===== config.mk =====
export PLATFORM = sky130hd
export DESIGN_NAME = sbqm_queue_controller
export DESIGN_NICKNAME = d
export VERILOG_FILES = /design/src/rtl/sbqm_pkg.sv /design/src/rtl/sbqm_pulse_sync.sv /design/src/rtl/sbqm_queue_controller.sv
export SDC_FILE = /design/constraint.sdc
export NUM_CORES = 1
export LEC_CHECK = 0
export CORE_MARGIN = 10
export CORE_UTILIZATION = 45
export DETAILED_ROUTE_END_ITERATION = 7
export PLACE_DENSITY = 0.7
export SYNTH_ARGS = -nofsm -noshare
export SYNTH_HDL_FRONTEND = slang
export SYNTH_SLANG_ARGS = --single-unit

===== constraint.sdc =====
create_clock -name clk -period 2.95 [get_ports clk]
set_input_delay 0.7375 -clock clk [delete_from_list [all_inputs] [get_ports clk]]
set_output_delay 0.7375 -clock clk [all_outputs]
set_load 0.005 [all_outputs]

===== src/rtl/sbqm_pkg.sv =====
// Shared types and constants for the bank-queue occupancy controller.
// The wait-time function is only ever evaluated at elaboration to fill a lookup table.
package sbqm_pkg;

    typedef enum logic [1:0] {
        EMPTY  = 2'b00,
        ACTIVE = 2'b01,
        FULL   = 2'b10
    } sbqmState_t;

    localparam int DEF_MAX_COUNT    = 7;
    localparam int DEF_SERVICE_TIME = 3;

    // A teller count of 0 is treated as 1; an empty queue always means no wait.
    function automatic int waitMinutes(input int count, input int tellers, input int serviceTime);
        int t;
        t = (tellers < 1) ? 1 : tellers;
        if (count == 0)
            return 0;
        return (serviceTime * (count + t - 1)) / t;
    endfunction

endpackage


===== src/rtl/sbqm_pulse_sync.sv =====
// Synchronizes an active-low photocell pulse into clk and emits one single-cycle
// event per 1->0 transition of the synchronized level.
module sbqm_pulse_sync #(
    parameter int SYNC_STAGES = 2
) (
    input  logic clk,
    input  logic reset,
    input  logic pulseIn,
    output logic fallEvent
);

    logic [SYNC_STAGES-1:0] syncReg;
    logic                   prevReg;
    logic [SYNC_STAGES:0]   armReg;

    always_ff @(posedge clk or negedge reset) begin
        if (!reset)
            syncReg[0] <= 1'b1;
        else
            syncReg[0] <= pulseIn;
    end

    genvar gi;
    generate
        for (gi = 1; gi < SYNC_STAGES; gi++) begin : gStage
            always_ff @(posedge clk or negedge reset) begin
                if (!reset)
                    syncReg[gi] <= 1'b1;
                else
                    syncReg[gi] <= syncReg[gi-1];
            end
        end
    endgenerate

    // The arm chain holds off detection until the reset-value ones have flushed out,
    // so a pulse that was already low when reset released is discarded.
    always_ff @(posedge clk or negedge reset) begin
        if (!reset) begin
            prevReg <= 1'b1;
            armReg  <= '0;
        end else begin
            prevReg <= syncReg[SYNC_STAGES-1];
            armReg  <= {armReg[SYNC_STAGES-1:0], 1'b1};
        end
    end

    assign fallEvent = armReg[SYNC_STAGES] & prevReg & ~syncReg[SYNC_STAGES-1];

endmodule


===== src/rtl/sbqm_queue_controller.sv =====
// Bank-queue occupancy controller: entry/exit event arbitration, bounded customer
// count with full/empty/reject flags, and a table-driven estimated wait time.
module sbqm_queue_controller
    import sbqm_pkg::*;
#(
    parameter int COUNT_W      = 3,
    parameter int MAX_COUNT    = DEF_MAX_COUNT,
    parameter int SERVICE_TIME = DEF_SERVICE_TIME,
    parameter int WAIT_W       = 5,
    parameter int SYNC_STAGES  = 2
) (
    input  logic               clk,
    input  logic               reset,
    input  logic               upSignal,
    input  logic               downSignal,
    input  logic [1:0]         tellerCount,
    output logic [COUNT_W-1:0] stateOutput,
    output logic [WAIT_W-1:0]  waitTime,
    output logic               fullFlag,
    output logic               emptyFlag,
    output logic               rejectFlag
);

    localparam logic [COUNT_W-1:0] MAX_CNT = COUNT_W'(MAX_COUNT);
    localparam int                 LUT_ROWS = 2 ** COUNT_W;

    logic enterEvent;
    logic exitEvent;

    sbqm_pulse_sync #(.SYNC_STAGES(SYNC_STAGES)) uEntrySync (
        .clk       (clk),
        .reset     (reset),
        .pulseIn   (upSignal),
        .fallEvent (enterEvent)
    );

    sbqm_pulse_sync #(.SYNC_STAGES(SYNC_STAGES)) uExitSync (
        .clk       (clk),
        .reset     (reset),
        .pulseIn   (downSignal),
        .fallEvent (exitEvent)
    );

    sbqmState_t         stateReg, stateNext;
    logic [COUNT_W-1:0] countReg, countNext;
    logic               rejectReg, rejectNext;
    logic [WAIT_W-1:0]  waitReg;

    // Wait-time table indexed by [count][raw tellerCount], filled at elaboration.
    logic [WAIT_W-1:0] waitLut [LUT_ROWS][4];

    genvar gi, gj;
    generate
        for (gi = 0; gi < LUT_ROWS; gi++) begin : gLutRow
            for (gj = 0; gj < 4; gj++) begin : gLutCol
                localparam int MINUTES = waitMinutes(gi, gj, SERVICE_TIME);
                assign waitLut[gi][gj] = WAIT_W'(MINUTES);
            end
        end
    endgenerate

    always_ff @(posedge clk or negedge reset) begin
        if (!reset) begin
            stateReg  <= EMPTY;
            countReg  <= '0;
            rejectReg <= 1'b0;
            waitReg   <= '0;
        end else begin
            stateReg  <= stateNext;
            countReg  <= countNext;
            rejectReg <= rejectNext;
            waitReg   <= waitLut[countReg][tellerCount];
        end
    end

    // Simultaneous entry and exit is a swap: nothing changes and nothing is rejected.
    always_comb begin
        stateNext  = stateReg;
        countNext  = countReg;
        rejectNext = 1'b0;
        if (enterEvent && !exitEvent) begin
            case (stateReg)
                FULL: rejectNext = 1'b1;
                default: begin
                    countNext = countReg + 1'b1;
                    stateNext = ((countReg + 1'b1) == MAX_CNT) ? FULL : ACTIVE;
                end
            endcase
        end else if (exitEvent && !enterEvent) begin
            case (stateReg)
                EMPTY: rejectNext = 1'b1;
                default: begin
                    countNext = countReg - 1'b1;
                    stateNext = (countReg == COUNT_W'(1)) ? EMPTY : ACTIVE;
                end
            endcase
        end
    end

    always_comb begin
        fullFlag  = (stateReg == FULL);
        emptyFlag = (stateReg == EMPTY);
    end

    assign stateOutput = countReg;
    assign waitTime    = waitReg;
    assign rejectFlag  = rejectReg;

endmodule


Word level (Yosys, flattened, before mapping)
Memories as Yosys holds them, arrays and structs flattened. Cells that the tools add are included. W data, S select, Z words.

Register bits after elaboration: 23. ROM bits: 160. Input port bits: 6. Memories kept: 1.

Add/sub/neg operators: 2. $lt $le $gt $ge: 2. Equal/unequal tests: 5. Mux-type cells: 19. Bitwise operators: 8. Reductions and logical operators: 7.

Memory list: (no name shown) (words 8, width 20, rd ports 1, clocked after Yosys merged registers in 0, write ports 0, RTL line sbqm_queue_controller.sv:72) `waitReg <= waitLut[countReg][tellerCount];`.

Operators by type and width (count): $mux W20 (2); $mux W3 (4); $bmux W5 S2 (1); $mux W2 (5); $mux W5 (2); $mux W1 (5); $and A1 B1 Y1 (4); $ge A4 B4 Y1 const B (1); $not A3 Y4 (1); $add A3 B1 Y3 const B (1); $eq A3 B1 Y1 const B (1); $eq A3 B3 Y1 const B (1); $ge A3 B3 Y1 const B (1); $not A2 Y3 (1); $reduce_and A3 Y1 (1); $sub A3 B1 Y3 const B (1); $eq A2 B2 Y1 const B (1); $logic_and A1 B1 Y1 (2); $logic_not A1 Y1 (2); $logic_not A2 Y1 (1); $ne A2 B1 Y1 const B (1); $ne A2 B2 Y1 const B (1); $not A1 Y1 (2); $reduce_bool A2 Y1 (1).

Longest topological paths before layout
Depth in word-level cells: 7. Mapped depth: 8. Mapped depth without buffers: 8.

Hierarchy
A second synthesis with hierarchy kept.

Cell total of the unflattened synthesis: 91. Area total of the unflattened synthesis: 1068.5 µm².

Modules (own cells, without submodules): sbqm_queue_controller (times used 1, cells each 75, area an instance 735.7 µm², seq. area each 275.3 µm²); sbqm_pulse_sync (times used 2, cells each 8, area an instance 166.4 µm², seq. area each 153.9 µm²).

Least setup slack after synthesis
No wires, ideal clock.

Kind: reg-to-reg. Start point: register uExitSync.prevReg. End point: register countReg[2], in the netlist stateOutput[2]. Library setup time: 0.128 ns. Arrival: 1.689 ns. Data required time: 2.822 ns. Path slack: 1.133 ns. Cell stages (with the launch flop): 8. Buffers on the path: 0. Clock period less this slack: 1.817 ns. Cells stage by stage: dfstp_2 -> nand2_1 -> or2_2 -> ha_1 -> or2_1 -> a21oi_2 -> nor3_1 -> a2bb2oi_1.

Longest elaborated chain between the ends: 6.

Ends and longest elaborated chain: from (decl) (RTL line sbqm_pulse_sync.sv:13) `logic prevReg;`; from (signal assigned) (RTL line sbqm_pulse_sync.sv:42) `prevReg <= syncReg[SYNC_STAGES-1];`; $and A1 B1 Y1 * (2 in a row) (RTL line sbqm_pulse_sync.sv:47) `assign fallEvent = armReg[SYNC_STAGES] & prevReg & ~syncReg[SYNC_STAGES-1];`; $logic_not A1 Y1 (RTL line sbqm_queue_controller.sv:81) `if (enterEvent && !exitEvent) begin`; $logic_and A1 B1 Y1 (RTL line sbqm_queue_controller.sv:81); $ne A2 B1 Y1 (no source line), or another cell as far along; $reduce_and A3 Y1 (no source line); to (signal assigned) (RTL line sbqm_queue_controller.sv:70) `countReg <= countNext;`; to (decl) (RTL line sbqm_queue_controller.sv:45) `logic [COUNT_W-1:0] countReg, countNext;`.

Mark *: on every way between the ends. The rest lies on a longest branch, timed or not. A chain may end at the register's enable or synchronous reset.

Final worst setup path
Start point: register countReg[2], in the netlist stateOutput[2]. End point: output port stateOutput[2].

RTL lines: to (decl) (RTL line sbqm_queue_controller.sv:17) `output logic [COUNT_W-1:0] stateOutput,`.

No word-level cell between the ends.

==> flow_metrics.env <==
export IMPL_ios=17
export IMPL_crit_slowest_cell="dfrtp_1"
export IMPL_antenna_left=0
export IMPL_cp_required_ps=2210
export IMPL_worst_pin_slew_ps=835.4
export IMPL_clk_path_buf_depth=2
export IMPL_total_leakage_power_nw=0.5488
export IMPL_grt_start_max_net_pins=21
export IMPL_ys_seq_area_share_pct=51.26
export IMPL_cellPowerDensity_nw_per_um2=809.3
export IMPL_port_buffers=16
export IMPL_synthesis_nets=108
export IMPL_fin_cells=138
export IMPL_min_from="uEntrySync.syncReg[0]"
export IMPL_initialDrtViolationCount=16
export IMPL_die_area_um2=4479
export IMPL_routabilityCongestion=0.8444
export IMPL_drcViolationCount=0
export IMPL_worstPathMaxFanout=14
export IMPL_diodes=0
export IMPL_fp_coreArea_um2=2022
export IMPL_grt_pass1_vias=713
export IMPL_rsz0062_at_grt="no"
export IMPL_cts_root_buf="clkbuf_4"
export IMPL_routed_via_density=4.942
export IMPL_cp_slowest_stage_delay_ps=630
export IMPL_clk_latency_ps=290
export IMPL_cts_sinks=20
export IMPL_antenna_found_initial=0
export IMPL_crit_type="reg -> out"
export IMPL_nets=128
export IMPL_fmax_ghz=0.4451
export IMPL_die_y_um=66.93
export IMPL_grt_usage_pct=9.328
export IMPL_setup_viol=0
export IMPL_cts_buffers=3
export IMPL_hold_viol=0
export IMPL_crit_chain="clkdlybuf4s50_1"
export IMPL_yosysTopAreaCellShare_pct=35.35
export IMPL_avgSynthCellArea_um2=10.77
export IMPL_fin_setup_tns_ps=0
export IMPL_num_rows=16
export IMPL_cts_resized=0
export IMPL_drive_gt1_share_pct=13.51
export IMPL_cp_startpoint="stateOutput[2]"
export IMPL_fin_ws_ps=703.4
export IMPL_fin_crit_sh_pct=76.15
export IMPL_placed_cells=134
export IMPL_slew_viol_final=0
export IMPL_crit_path_end_kind="primary output"
export IMPL_layout_min_cycle_time_ps=2247
export IMPL_area_growth_pct=24.37
export IMPL_synth_cell_type_count=27
export IMPL_detail_route_first_pass_iterations=4
export IMPL_overflow=0
export IMPL_synth_largest_area_cell="dfrtp_1"
export IMPL_critPathTopFamily="flip-flops"
export IMPL_hp_class="reg -> reg"
export IMPL_tritoncts="yes"
export IMPL_post_cts_buffers=0
export IMPL_whs_ps=363.1
export IMPL_routedWlPerCell_um=13.13
export IMPL_clock_skew_ps=7.246
export IMPL_rr_startpoint="uExitSync.prevReg"
export IMPL_path_clk_slew_ps=110
export IMPL_outcome="finished, final reports clean"
export IMPL_drv_cap=0
export IMPL_synth_seq_cells=20
export IMPL_num_fill_cells=174
export IMPL_yosys_warnings=0
export IMPL_synth_cells=92
export IMPL_startpoint_type="flip-flop"
export IMPL_cts_hold_buf=0
export IMPL_worst_path_buf_inv=1
export IMPL_syn_area_um2=991.0
export IMPL_relSlewSlack_pct=44.13
export IMPL_synth_area_leaders="dfrtp_1, dfstp_2, ha_1, inv_1, mux2i_1"
export IMPL_ir_worst_vdd_uv=450.6
export IMPL_drt_wl_total_mm=1.812
export IMPL_grt_pass1_wl_mm=3.215
export IMPL_dp_hpwl_mm=1.415
export IMPL_htreeDepth=1
export IMPL_crit_arrival_ps=1510
export IMPL_dp_slack_ps=1023
export IMPL_num_vias=682
export IMPL_start_util_pct=49.01
export IMPL_die_width_um=66.93
==> flip-flops by register name, summed over array words and instances (netlist names) <==
name,cells
uEntrySync.armReg,2
uExitSync.syncReg,2
stateOutput,3
stateReg,2
rejectFlag,1
uEntrySync.prevReg,1
uEntrySync.syncReg,2
uExitSync.armReg,1
waitTime,5
uExitSync.prevReg,1
==> through the flow <==
stage	instance area, µm²	total power (W)	util (%)
floorplan	991.0	0.0006169	-
global placement	1180	0.0007959	58.35
detailed placement	1180	0.0007896	58.35
CTS	1232	0.001011	60.95
global route	1232	0.001081	60.95
finish	1232	0.0009975	60.95
==> cell usage in the layout, fill, tap and decap left out, drive strengths merged <==
cell and n:
nand2b 2, o22ai 1, nor2b 3, bufinv 1, dfstp 6, or2 3
nand3b 2, o211ai 1, a211oi 1, nand3 2, nor3b 1, xor2 3
nand2 4, a21oi 6, a2111oi 1, dfrtp 14, nor3 3, conb 1
clkdlybuf4s50 16, mux2i 4, inv 11, o21ai 5, ha 10, clkbuf 3
a2bb2oi 1, nor2 6
==> cell families (layout without fill, tap and decap cells) <==
kind of cell	after synthesis	count (layout)	synth area share, %
buf+inv	12	31	4.671
fa+ha+maj	10	10	12.63
mux	4	4	4.041
other cells	1	1	0.3784
compound gates	16	16	10.48
flops	20	20	51.26
xor+xnor	3	3	2.652
simple gates	26	26	13.89
==> cell usage after synthesis (all sizes together) <==
| library cell | n |
|---|---|
| o21ai | 5 |
| ha | 10 |
| a2bb2oi | 1 |
| a211oi | 1 |
| nand2 | 4 |
| nor2 | 6 |
| o211ai | 1 |
| dfstp | 6 |
| a2111oi | 1 |
| nand3 | 2 |
| conb | 1 |
| or2 | 3 |
| nor3b | 1 |
| dfrtp | 14 |
| mux2i | 4 |
| nand2b | 2 |
| inv | 11 |
| nor2b | 3 |
| a21oi | 6 |
| xor2 | 3 |
| o22ai | 1 |
| nor3 | 3 |
| buf | 1 |
| nand3b | 2 |
==> final timing paths <==
kind | endpoint | slack (ps) | depth (start not counted)
worst max-delay path | stateOutput[2] | 700 | 1
worst min-delay path | uEntrySync.syncReg[1] | 360 | 0
worst max register to register | stateOutput[2] | 1010 | 7
worst min register to register | uEntrySync.syncReg[1] | 360 | 0
max in group asynchronous | stateOutput[2] | 1520 | 1
min in group asynchronous | uEntrySync.armReg[2] | 910 | 1
==> layout make-up <==
cell class	instances	area (µm²)	area share (%)
sequential	20	508.0	41.22
multi-input combinational	60	436.7	35.43
timing repair buffer	16	160.2	12.99
inverter	11	41.29	3.350
tap	27	33.78	2.741
clock inverter	1	30.03	2.437
clock buffer	3	22.52	1.827
==> where the power goes <==
group          internal (W)  switching (W)  leakage [nW]
combinational      0.000211       0.000171         0.285
clock              0.000137      0.0000795        0.0279
sequential         0.000334      0.0000649         0.236
==> metal layers <==
layer	routed length [µm]	GRT usage, %	vias up
met5	0	0	-
met4	17	4.872	0
met3	120	4.348	2
met2	813	13.98	13
met1	861	10.81	322
li1	-	-	345
No activity file was read; power rests on OpenSTA's default activity.
